[src/rtl/pipe_stage_reg.sv]
// Generic pipeline stage register: valid/ready payload with optional 2-entry skid buffer and flush-to-bubble.
// Optional macro PIPE_STAGE_STATS_EN adds stall_cnt/flush_cnt statistics outputs.
module pipe_stage_reg #(
    parameter int                DATA_W     = 32,
    parameter logic [DATA_W-1:0] BUBBLE_VAL = {DATA_W{1'b0}},
    parameter int                SKID       = 1
) (
    input  logic              clk,
    input  logic              rst,
    input  logic              flush,
    input  logic              in_valid,
    output logic              in_ready,
    input  logic [DATA_W-1:0] in_data,
    output logic              out_valid,
    input  logic              out_ready,
    output logic [DATA_W-1:0] out_data,
    output logic [1:0]        occupancy
`ifdef PIPE_STAGE_STATS_EN
    ,
    output logic [31:0]       stall_cnt,
    output logic [31:0]       flush_cnt
`endif
);

    logic              m_valid_reg, m_valid_next;
    logic [DATA_W-1:0] m_data_reg,  m_data_next;
    logic              s_valid_reg, s_valid_next;
    logic [DATA_W-1:0] s_data_reg,  s_data_next;
    logic              in_fire;
    logic              out_fire;

    assign in_fire  = in_valid & in_ready;
    assign out_fire = m_valid_reg & out_ready;

    generate
        if (SKID != 0) begin : gen_ready_skid
            // Ready depends only on the skid register, breaking the downstream ready path.
            assign in_ready = ~rst & ~s_valid_reg;
        end else begin : gen_ready_pass
            assign in_ready = ~rst & (~m_valid_reg | out_ready);
        end
    endgenerate

    always_comb begin
        m_valid_next = m_valid_reg;
        m_data_next  = m_data_reg;
        s_valid_next = s_valid_reg;
        s_data_next  = s_data_reg;
        if (flush) begin
            // Incoming entry is accepted but dropped along with everything held.
            m_valid_next = 1'b0;
            s_valid_next = 1'b0;
            m_data_next  = BUBBLE_VAL;
            s_data_next  = BUBBLE_VAL;
        end else if (SKID != 0) begin
            if (!m_valid_reg || out_fire) begin
                if (s_valid_reg) begin
                    m_valid_next = 1'b1;
                    m_data_next  = s_data_reg;
                    s_valid_next = in_fire;
                    if (in_fire) begin
                        s_data_next = in_data;
                    end
                end else if (in_fire) begin
                    m_valid_next = 1'b1;
                    m_data_next  = in_data;
                end else begin
                    m_valid_next = 1'b0;
                end
            end else if (in_fire) begin
                s_valid_next = 1'b1;
                s_data_next  = in_data;
            end
        end else begin
            if (in_fire) begin
                m_valid_next = 1'b1;
                m_data_next  = in_data;
            end else if (out_fire) begin
                m_valid_next = 1'b0;
            end
        end
    end

    always_ff @(posedge clk or posedge rst) begin
        if (rst) begin
            m_valid_reg <= 1'b0;
            m_data_reg  <= BUBBLE_VAL;
            s_valid_reg <= 1'b0;
            s_data_reg  <= BUBBLE_VAL;
        end else begin
            m_valid_reg <= m_valid_next;
            m_data_reg  <= m_data_next;
            s_valid_reg <= s_valid_next;
            s_data_reg  <= s_data_next;
        end
    end

    assign out_valid = m_valid_reg;
    assign out_data  = m_valid_reg ? m_data_reg : BUBBLE_VAL;
    assign occupancy = {1'b0, m_valid_reg} + {1'b0, s_valid_reg};

`ifdef PIPE_STAGE_STATS_EN
    always_ff @(posedge clk or posedge rst) begin
        if (rst) begin
            stall_cnt <= 32'd0;
            flush_cnt <= 32'd0;
        end else begin
            if (m_valid_reg && !out_ready) begin
                stall_cnt <= stall_cnt + 32'd1;
            end
            if (flush) begin
                flush_cnt <= flush_cnt + 32'd1;
            end
        end
    end
`endif

endmodule
[config.mk]
export PLATFORM = sky130hd
export DESIGN_NAME = pipe_stage_reg
export DESIGN_NICKNAME = d
export VERILOG_FILES = /design/src/rtl/pipe_stage_reg.sv
export SDC_FILE = /design/constraint.sdc
export NUM_CORES = 1
export LEC_CHECK = 0
export ABC_AREA = 1
export CAP_MARGIN = 20
export CORE_MARGIN = 8
export CORE_UTILIZATION = 52
export DETAILED_ROUTE_END_ITERATION = 6
export PLACE_DENSITY = 0.87
export REMOVE_ABC_BUFFERS = 1
export SLEW_MARGIN = 20
export SYNTH_ARGS = -nofsm -noshare
export SYNTH_HDL_FRONTEND = slang
export SYNTH_SLANG_ARGS = --single-unit
[constraint.sdc]
create_clock -name clk -period 2.5 [get_ports clk]
set_clock_uncertainty 0.2 [all_clocks]
set_input_delay 0.5 -clock clk [delete_from_list [all_inputs] [get_ports clk]]
set_output_delay 0.5 -clock clk [all_outputs]
set_load 0.01 [all_outputs]
### Word level (Yosys, flattened, before mapping)

Index checks and enable logic that the tools add are counted.

* input bits: 37
* output and inout bits: 36
* register bits after elaboration: 66
* word-level logic and storage cells: 34

* equal/unequal tests: 1
* reductions and logical operators: 6
* add/subtract/negate cells: 1
* mux-type cells: 17
* bitwise gates (word level): 5

Operator list (count)
* $mux 32: 9
* $mux 1: 8
* $reduce_bool 3->1: 2
* $and 1x1->1: 3
* $ne 3x3->1 const B: 1
* $add 1x1->2: 1
* $not 1->1: 2
* $reduce_and 2->1: 1
* $reduce_bool 2->1: 1
* $logic_not 1->1: 1
* $logic_or 1x1->1: 1

### Depth between registers and ports, before layout

Gate-level depths: netlist of run 1.

* word-level depth: 7
* depth in mapped cells: 8

### Worst setup path after synthesis of run 1

No wires, ideal clock.

* kind: register -> output
* from: register m_valid_reg, in the netlist out_valid
* to: output out_data[21]
* setup slack: 810 ps
* arrival: 990 ps
* cell stages (with the launch flop): 5
* path buffers: 2
* cells stage by stage: dfrtp_1 buf_2 clkbuf_1 nand2_1 inv_1

* word-level cells in the longest chain between the ends: 1

RTL lines
* start, declared: RTL line 25 `logic m_valid_reg, m_valid_next;`
* start signal, assigned: RTL line 91 `m_valid_reg <= m_valid_next;`
* $mux 32: RTL line 99 `assign out_data = m_valid_reg ? m_data_reg : BUBBLE_VAL;`
* end, declared: RTL line 16 `output logic [DATA_W-1:0] out_data,`

No other way between the ends.

### Final worst setup path of run 1

* from: register m_valid_reg, in the netlist out_valid
* to: output occupancy[0]

* word-level cells in the longest chain between the ends: 1

RTL lines
* $add 1x1->2: RTL line 100 `assign occupancy = {1'b0, m_valid_reg} + {1'b0, s_valid_reg};`
* end, declared: RTL line 17 `output logic [1:0] occupancy`

No other way between the ends.

==> out/summary.md, run 1 <==
The predominant post-synthesis flop cell was sky130_fd_sc_hd__dfrtp_1. The number of cells produced by synthesis was 565; the worst setup slack after layout was 0.108 ns. The final route contains 3644 vias. The buffer count from post-CTS setup fixing is 0, and the number of remaining DRC errors is 0. Setup violations remaining at the end of the flow were counted as 0.

Ranked by instance count, the synthesized netlist is headed by sky130_fd_sc_hd__nand2_1 (223), sky130_fd_sc_hd__nand3_1 (97), sky130_fd_sc_hd__inv_1 (93), sky130_fd_sc_hd__dfrtp_1 (66), sky130_fd_sc_hd__nor2_1 (37). The tools report the floorplan row count as 31. The distinct cell type count after synthesis was 15; the layout overhead on the synthesized area was 25.9%. For the DRC marker count from the first detailed-route iteration, the log shows 268. The worst setup path is captured at an output pin.

Dividing the synthesized area by the synthesized cell count gives 6.73 um2. The buffering stage count on the worst path with inverters included was 1; the final total power was 2550 uW. The most area-hungry cell type in the Yosys netlist is sky130_fd_sc_hd__dfrtp_1.

CTS saw 66 sinks. The adder-cell share of the synthesized area was 0.329%; the total track usage was 20.1%. The later pin in the worst-skew pair is clocked with a latency of 0.35 ns. The hold violation count in the final report came out at 0. The area share of the largest cell type after synthesis works out to 43.5%. The final sum of negative setup slack came out at 0 ns. For this design the static power due to leakage is 0.00276 uW. In this run the power density over the cells is 532 nW/um2.

For this run the aggregate overflow at the end of global routing stands at 0. The tools report the number of diodes as 0. The wire-length estimate of the detail-placed layout is 6620 um.

The number of levels in the clock H-tree was 3; the number of iterations in the first detailed-routing pass was 4. The family of cells with the greatest summed delay on the critical path was buffers and inverters. Counting flops and latches in the post-synthesis netlist gives 66. After detailed routing, the average wire length per cell comes to 13.5 um. The critical path in this run is classified as flop to output pin.

The dominant cell by count in the synthesized netlist is sky130_fd_sc_hd__nand2_1. For the number of global-route vias before repair, the log shows 3632. The final non-filler cell area is 4790 um2, and the post-route clock period utilization is 95.7%.

Subtracting the final worst setup slack from the clock period gives 2.39 ns. Of all nets on the critical path, the largest fanout is 8. Number of synthesized flops with an enable pin: 0.

After detailed routing, the number of vias per cell comes to 4.99. The overall die width works out to 101 um. The largest individual stage delay along the critical path comes from the cell sky130_fd_sc_hd__clkdlybuf4s50_1. The number of nets with antenna violations after routing is 0. The final design utilization was 66.7%; the fraction of the mapped netlist area in simple logic gates was 40.6%. For the number of antenna violations at the first check in global routing, the log shows 0.

During I/O placement, the number of pins put on the boundary was 73. Summing the areas of all compound-gate instances in the mapped netlist gives 0% of the synthesized area. The final layout contains routed wiring with a total length of 9830 um. Timing would allow up to 0.418 GHz. The clock transition time at the flip-flop clock pins of the worst setup and hold paths was 0.08 ns; the routability congestion estimate was 0.818. The worst endpoint data arrival time was 1.69 ns; the die boundary height was 101 um. Buffers placed on the I/O ports in this run total 72. Post-CTS repair changed the size of 0 cells.

Path category of the worst min-delay check: flop to flop. The run finished with clean final reports. CTS placed an instance of sky130_fd_sc_hd__clkbuf_8 at the clock tree root. The tools report the layout net count as 664. TritonCTS built the clock tree. The fraction of synthesized cell area in xor and xnor cells is 0%.

The peak supply drop came out at 0.299 mV. The worst setup path is launched from a flop. The wire length of the first global-routing pass is 16300 um, and the fraction of final layout cells sized beyond drive strength 1 is 6.97%. Yosys printed 0 warnings. The async set or reset register ratio after synthesis is 100%. OpenSTA, run right after detailed placement, puts the worst setup slack at 0.103 ns.

The worst max-slew margin expressed relative to the limit was 65.8%. The CTS buffer count came out at 9. Multiplexer cells account for 0% of the synthesized area. Actual slew at the worst max-slew pin: 0.512 ns. After floorplanning, the core was sized to cover 7180 um2.

Once the floorplan was initialized, standard cells occupied 53.0% of the core. The run gives 596 as the filler cell count. By area, the combinational part of the netlist is dominated by simple AND/OR/NAND/NOR gates. The count of max-cap constraint violations is 0.

Traced cell by cell, the critical path runs through ha_1, clkdlybuf4s50_1. Setup repair after global routing left no endpoint under its margin. The floorplan step defined a die boundary enclosing 10300 um2. The buffer levels on the longest clock path is 2, and the worst path required time is 1.80 ns. Entering global routing, the biggest net connects 67 pins.

The number of pins exceeding their max-slew limit in the final report came out at 0. The number of hold buffers added after CTS was 0. The stage delay of the slowest cell on the critical path came out at 0.54 ns. Ranked by total cell area, the synthesized netlist is headed by sky130_fd_sc_hd__dfrtp_1 (43%), sky130_fd_sc_hd__nand2_1 (22%), sky130_fd_sc_hd__nand3_1 (13%).

The mapped netlist covers 3800 um2. The tools report the proportion of synthesized chip area in sequential cells as 43.5%. Once placement finished, the instance area stood at 4560 um2.
-- metrics by stage --
| stage | hold WS (ns) | cells |
|---|---|---|
| global placement | 0.262 | 714 |
| CTS | 0.286 | 730 |
| global route | 0.301 | 730 |
| detailed placement | 0.266 | 714 |
| finish | 0.284 | 730 |
| floorplan | 0.249 | 529 |
-- logic make-up after synthesis --
kind of cell / after synthesis
simple gates: 365
fa+ha+maj: 1
flops: 66
buf+inv: 133
-- per-layer routing --
metal / track usage, % / vias up / wire length (um)
li1: - / 1799 / -
met1: 22.2 / 1717 / 3760
met2: 35.5 / 109 / 5290
met3: 3.44 / 19 / 588
met4: 11.7 / 0 / 201
met5: 0 / - / 0
-- final cells by class --
cell class | instances | area [um2] | share of cell area [%]
Sequential cell | 66 | 1650 | 34.5
Multi-Input combinational cell | 366 | 1550 | 32.5
Timing Repair Buffer | 86 | 863 | 18.0
Inverter | 97 | 364 | 7.61
Clock buffer | 10 | 138 | 2.88
Tap cell | 99 | 124 | 2.59
Clock inverter | 6 | 90.1 | 1.88
-- final timing paths --
check | start | endpoint | slack (ns) | cells past startpoint
max in group asynchronous | rst | out_valid | 1.37 | 3
worst max register to register | s_valid_reg | m_data_reg[18] | 0.64 | 7
min in group asynchronous | rst | s_data_reg[21] | 0.45 | 3
worst min-delay path | m_data_reg[16] | m_data_reg[16] | 0.28 | 2
worst min register to register | m_data_reg[16] | m_data_reg[16] | 0.28 | 2
worst max-delay path | out_valid | occupancy[0] | 0.11 | 2
-- worst register-to-register path: stages (launching register included) --
cell and delay, ns:
sky130_fd_sc_hd__dfrtp_1 0.46, sky130_fd_sc_hd__buf_4 0.26, sky130_fd_sc_hd__inv_2 0.43, sky130_fd_sc_hd__nand2_1 0.14
sky130_fd_sc_hd__nand2_1 0.09, sky130_fd_sc_hd__nor2_1 0.04, sky130_fd_sc_hd__nand3_1 0.08, sky130_fd_sc_hd__nand2_1 0.05
-- power by group --
part	internal [uW]	switching [uW]
clock network	590	439
logic	156	205
registers	1120	33.3
total	1870	676
-- layout by cell type (no fill, tap or decap), types with 2 or more instances in the layout --
cell type / n
sky130_fd_sc_hd__clkinv_4: 2
sky130_fd_sc_hd__nor2_1: 37
sky130_fd_sc_hd__dfrtp_1: 65
sky130_fd_sc_hd__nand3_1: 97
sky130_fd_sc_hd__inv_1: 92
sky130_fd_sc_hd__bufinv_16: 2
sky130_fd_sc_hd__buf_4: 11
sky130_fd_sc_hd__clkdlybuf4s50_1: 72
sky130_fd_sc_hd__nand2_1: 223
sky130_fd_sc_hd__nor2_4: 4
sky130_fd_sc_hd__clkbuf_8: 10
sky130_fd_sc_hd__buf_12: 3
sky130_fd_sc_hd__inv_2: 5
sky130_fd_sc_hd__nand2_2: 2
sky130_fd_sc_hd__nand2_4: 2
Note: power is estimated with default switching activity, not from simulation.
==> run 2: changes to the inputs <==
Settings changed: CORE_UTILIZATION 52 to 55, DONT_BUFFER_PORTS set to 1, HOLD_SLACK_MARGIN set to 0.03, PLACE_DENSITY 0.87 to 0.77, SLEW_MARGIN 20 to unset.
==> out/summary.md, run 2 (synthesized netlist as in run 1, its figures left out) <==
Total track usage: 19.3% (-0.78 points). The critical path is of the flop to output pin type. The met2 usage in global routing was 33.7% (-1.8 points); the number of pins exceeding their max-slew limit in the final report was 0 (unchanged). The clock transition time at the flip-flop clock pins of the worst setup and hold paths was 0.07 ns (about the same).

The final HPWL from detailed placement is 5970 um (-9.8%). The standard cell with the maximum stage delay on the critical path is sky130_fd_sc_hd__dfrtp_1. Highest clock rate: 0.439 GHz (+5.1%). STA classifies the critical path startpoint as a flop. The stage delay of the slowest cell on the critical path was 0.64 ns (+0.10 ns). TritonCTS built the clock tree. For the combinational fraction of design power, the log shows 10.0% (-4.1 points). The count of pins on the block boundary came out at 73 (unchanged). The tools report the start point of the worst hold path as in_data[2]. The layout net count is 589 (-11%), and the actual slew at the worst max-slew pin is 0.666 ns (+0.155 ns). The logs give 21.4% (-0.81 points) for the met1 global-route usage and 5.94% (+2.5 points) for the met3 demand-to-capacity share in global routing.

The count of max-cap constraint violations is 0 (unchanged). Setup repair after global routing left no endpoint under its margin. The average wire length per cell after detail routing came out at 14.1 um (+4.6%). Destination of the worst register-to-register timing path: m_data_reg[8]. The time the final worst path needs with I/O delays and setup was 2.28 ns (-0.116 ns). The buffer levels on the longest clock path is 2 (unchanged). The CTS buffer count was 9 (unchanged); the hold-critical path depth was 2 (unchanged). The run gives 1.80 ns (about the same) as the worst path required time.

The DRC marker count from the first detailed-route iteration came out at 255 (-4.9%). The most heavily used metal layer in global routing is met2. The clock sink count was 66 (unchanged); the number of nets with antenna violations after routing was 0 (unchanged). The die boundary height came out at 99.1 um (-2.3%). The tools report the final sum of negative setup slack as 0 ns (unchanged). The run gives 0 (unchanged) as the overall overflow remaining after global route. The library cell used most frequently in the layout, excluding fill and tap cells, is sky130_fd_sc_hd__nand2_1. The floorplan core area is 6760 um2 (-5.8%), and the maximum fanout encountered on the critical timing path is 24 (+16). The tools report the area taken by flip-flops and latches as 1650 um2 (about the same). The fraction of final layout cells sized beyond drive strength 1 was 7.01% (+0.041 points).

Largest net degree at the start of global routing: 70 (+4.5%). The tools report the count of vias placed by the detailed router as 3231 (-11%). Clock network fraction of design power: 41.4% (+1.0 points). The wire length of the first global-routing pass was 15200 um (-7.2%); the worst endpoint data arrival time was 1.58 ns (-0.11 ns). The ratio of routed vias to standard cells works out to 5.08 (+1.8%).

The filler cell count came out at 670 (+12%). The power per cell area came out at 597 nW/um2 (+12%). The library cells used most frequently in the layout, excluding fill and tap cells, are sky130_fd_sc_hd__nand2_1 (223), sky130_fd_sc_hd__nand3_1 (97), sky130_fd_sc_hd__inv_1 (92), sky130_fd_sc_hd__dfrtp_1 (66), sky130_fd_sc_hd__nor2_1 (37).

The run gives 4 (unchanged) as the number of iterations in the first detailed-routing pass. Routed wire length: 8960 um (-8.9%). The area of the multi-input gates was 1550 um2 (unchanged); the switching portion of total power was 25.6% (-0.99 points). The total net switching power was 611 uW (-9.7%). The number of antenna violations at the first check in global routing is 0 (unchanged).

The layout overhead on the synthesized area was 5.20%. The path category of the worst min-delay check was primary input to flop. The tools report the number of remaining DRC errors as 0 (unchanged). The post-route clock period utilization was 91.0% (-4.6 points).

The starting density of the core is 56.2% (+3.3 points), and the latest clock arrival within the worst-skew pair is 0.35 ns (about the same). The count of buffers from port buffering works out to 0 (-100%). For the register-to-register setup slack, the log shows 0.51 ns (-0.13 ns). The routability congestion estimate was 0.846 (+3.4%). The logs give 0.00248 uW (-10%) for the leakage power and 59.2% (-7.5 points) for the final design utilization. The count of final setup violators is 0 (unchanged). The number of diodes is 0 (unchanged), and the internal power consumption is 1780 uW (-4.9%). The run gives 0.224 ns (+0.116 ns) as the worst setup slack after layout.

The startpoint identified for the worst register-to-register timing path is s_valid_reg. CTS placed an instance of sky130_fd_sc_hd__clkbuf_8 at the clock tree root. The run gives 48.6% (+3.1 points) as the sequential power share.

The number of global-route vias before repair is 3210 (-12%), and the worst reg2reg path depth is 6 (-1). For the worst slack at placement, the log shows 0.510 ns (+0.407 ns). Overall die width: 99.1 um (-2.3%). The worst hold slack after final layout is 0.0828 ns (-0.201 ns), and the buffer count from post-CTS setup fixing is 0 (unchanged). The floorplan die area is 9820 um2 (-4.6%). The critical path goes through buf_4, nand2_1, inv_1. STA classifies the critical path endpoint as an output pin. The run finished with clean final reports. The floorplan row count came out at 30 (-3.2%). The peak supply drop came out at 0.285 mV (-4.5%).

The number of levels in the clock H-tree came out at 3 (unchanged). The worst max-slew margin expressed relative to the limit was 55.6% (-10 points). For hold timing, the worst endpoint is s_data_reg[2].

The hold violation count in the final report came out at 0 (unchanged).
[run 2: area by class of cell]
class                           instances  share of cell area (%)
Clock buffer                           10                    3.44
Clock inverter                          6                    2.00
Inverter                               97                    9.11
Multi-Input combinational cell        366                    38.9
Sequential cell                        66                    41.3
Tap cell                               80                    2.50
Timing Repair Buffer                   11                    2.75
[run 2: routing by layer]
metal	wire [um]	vias to the layer above	part of all wire [%]
met4	191	0	2.1
met3	785	13	8.8
met5	0	-	0
li1	-	1641	-
met2	4420	110	49
met1	3570	1467	40
[run 2: how the worst max path moves through the flow]
| stage | startpoint | end | slack, ns |
|---|---|---|---|
| floorplan | rst | m_data_reg[0] | 0.15 |
| global placement | s_valid_reg | m_data_reg[6] | 0.59 |
| detailed placement | s_valid_reg | m_data_reg[8] | 0.51 |
| CTS | out_valid | out_data[17] | 0.20 |
| global route | out_valid | out_data[9] | 0.09 |
| finish | out_valid | out_data[17] | 0.22 |
[run 2: power groups by stage]
stage | clock [uW] | sequential (uW) | combinational (uW)
after floorplan | 0 | 1170 | 175
after global placement | 0 | 1180 | 231
after detailed placement | 0 | 1180 | 241
after CTS | 1010 | 1160 | 244
after global routing | 1050 | 1170 | 280
final | 989 | 1160 | 239
[run 2: per-stage QoR]
stage | total power (uW) | area (um2) | std cells
finish | 2390 | 4000 | 636
global route | 2500 | 4000 | 636
CTS | 2410 | 4000 | 636
detailed placement | 1420 | 3770 | 619
global placement | 1410 | 3770 | 619
floorplan | 1350 | 3570 | 529
[run 2: critical path: cells and delay by family, from the launching register on]
kind	cells	cell delay, ns
AND/OR/NAND/NOR	1	0.10
buffers and inverters	2	0.49
flip-flops	1	0.64
[run 2: repair_timing]
| item | 4_1_cts | 5_1_grt |
|---|---|---|
| gates resized for setup | 0 | 0 |
| hold buffers | 1 | 0 |
| hold endpoints to repair | 25 | 0 |
==> run 3: changes to the inputs <==
Settings changed: SLEW_MARGIN set to 20.
==> results of run 3 <==
The final DEF is identical to that of run 2; final timing and power are the same.
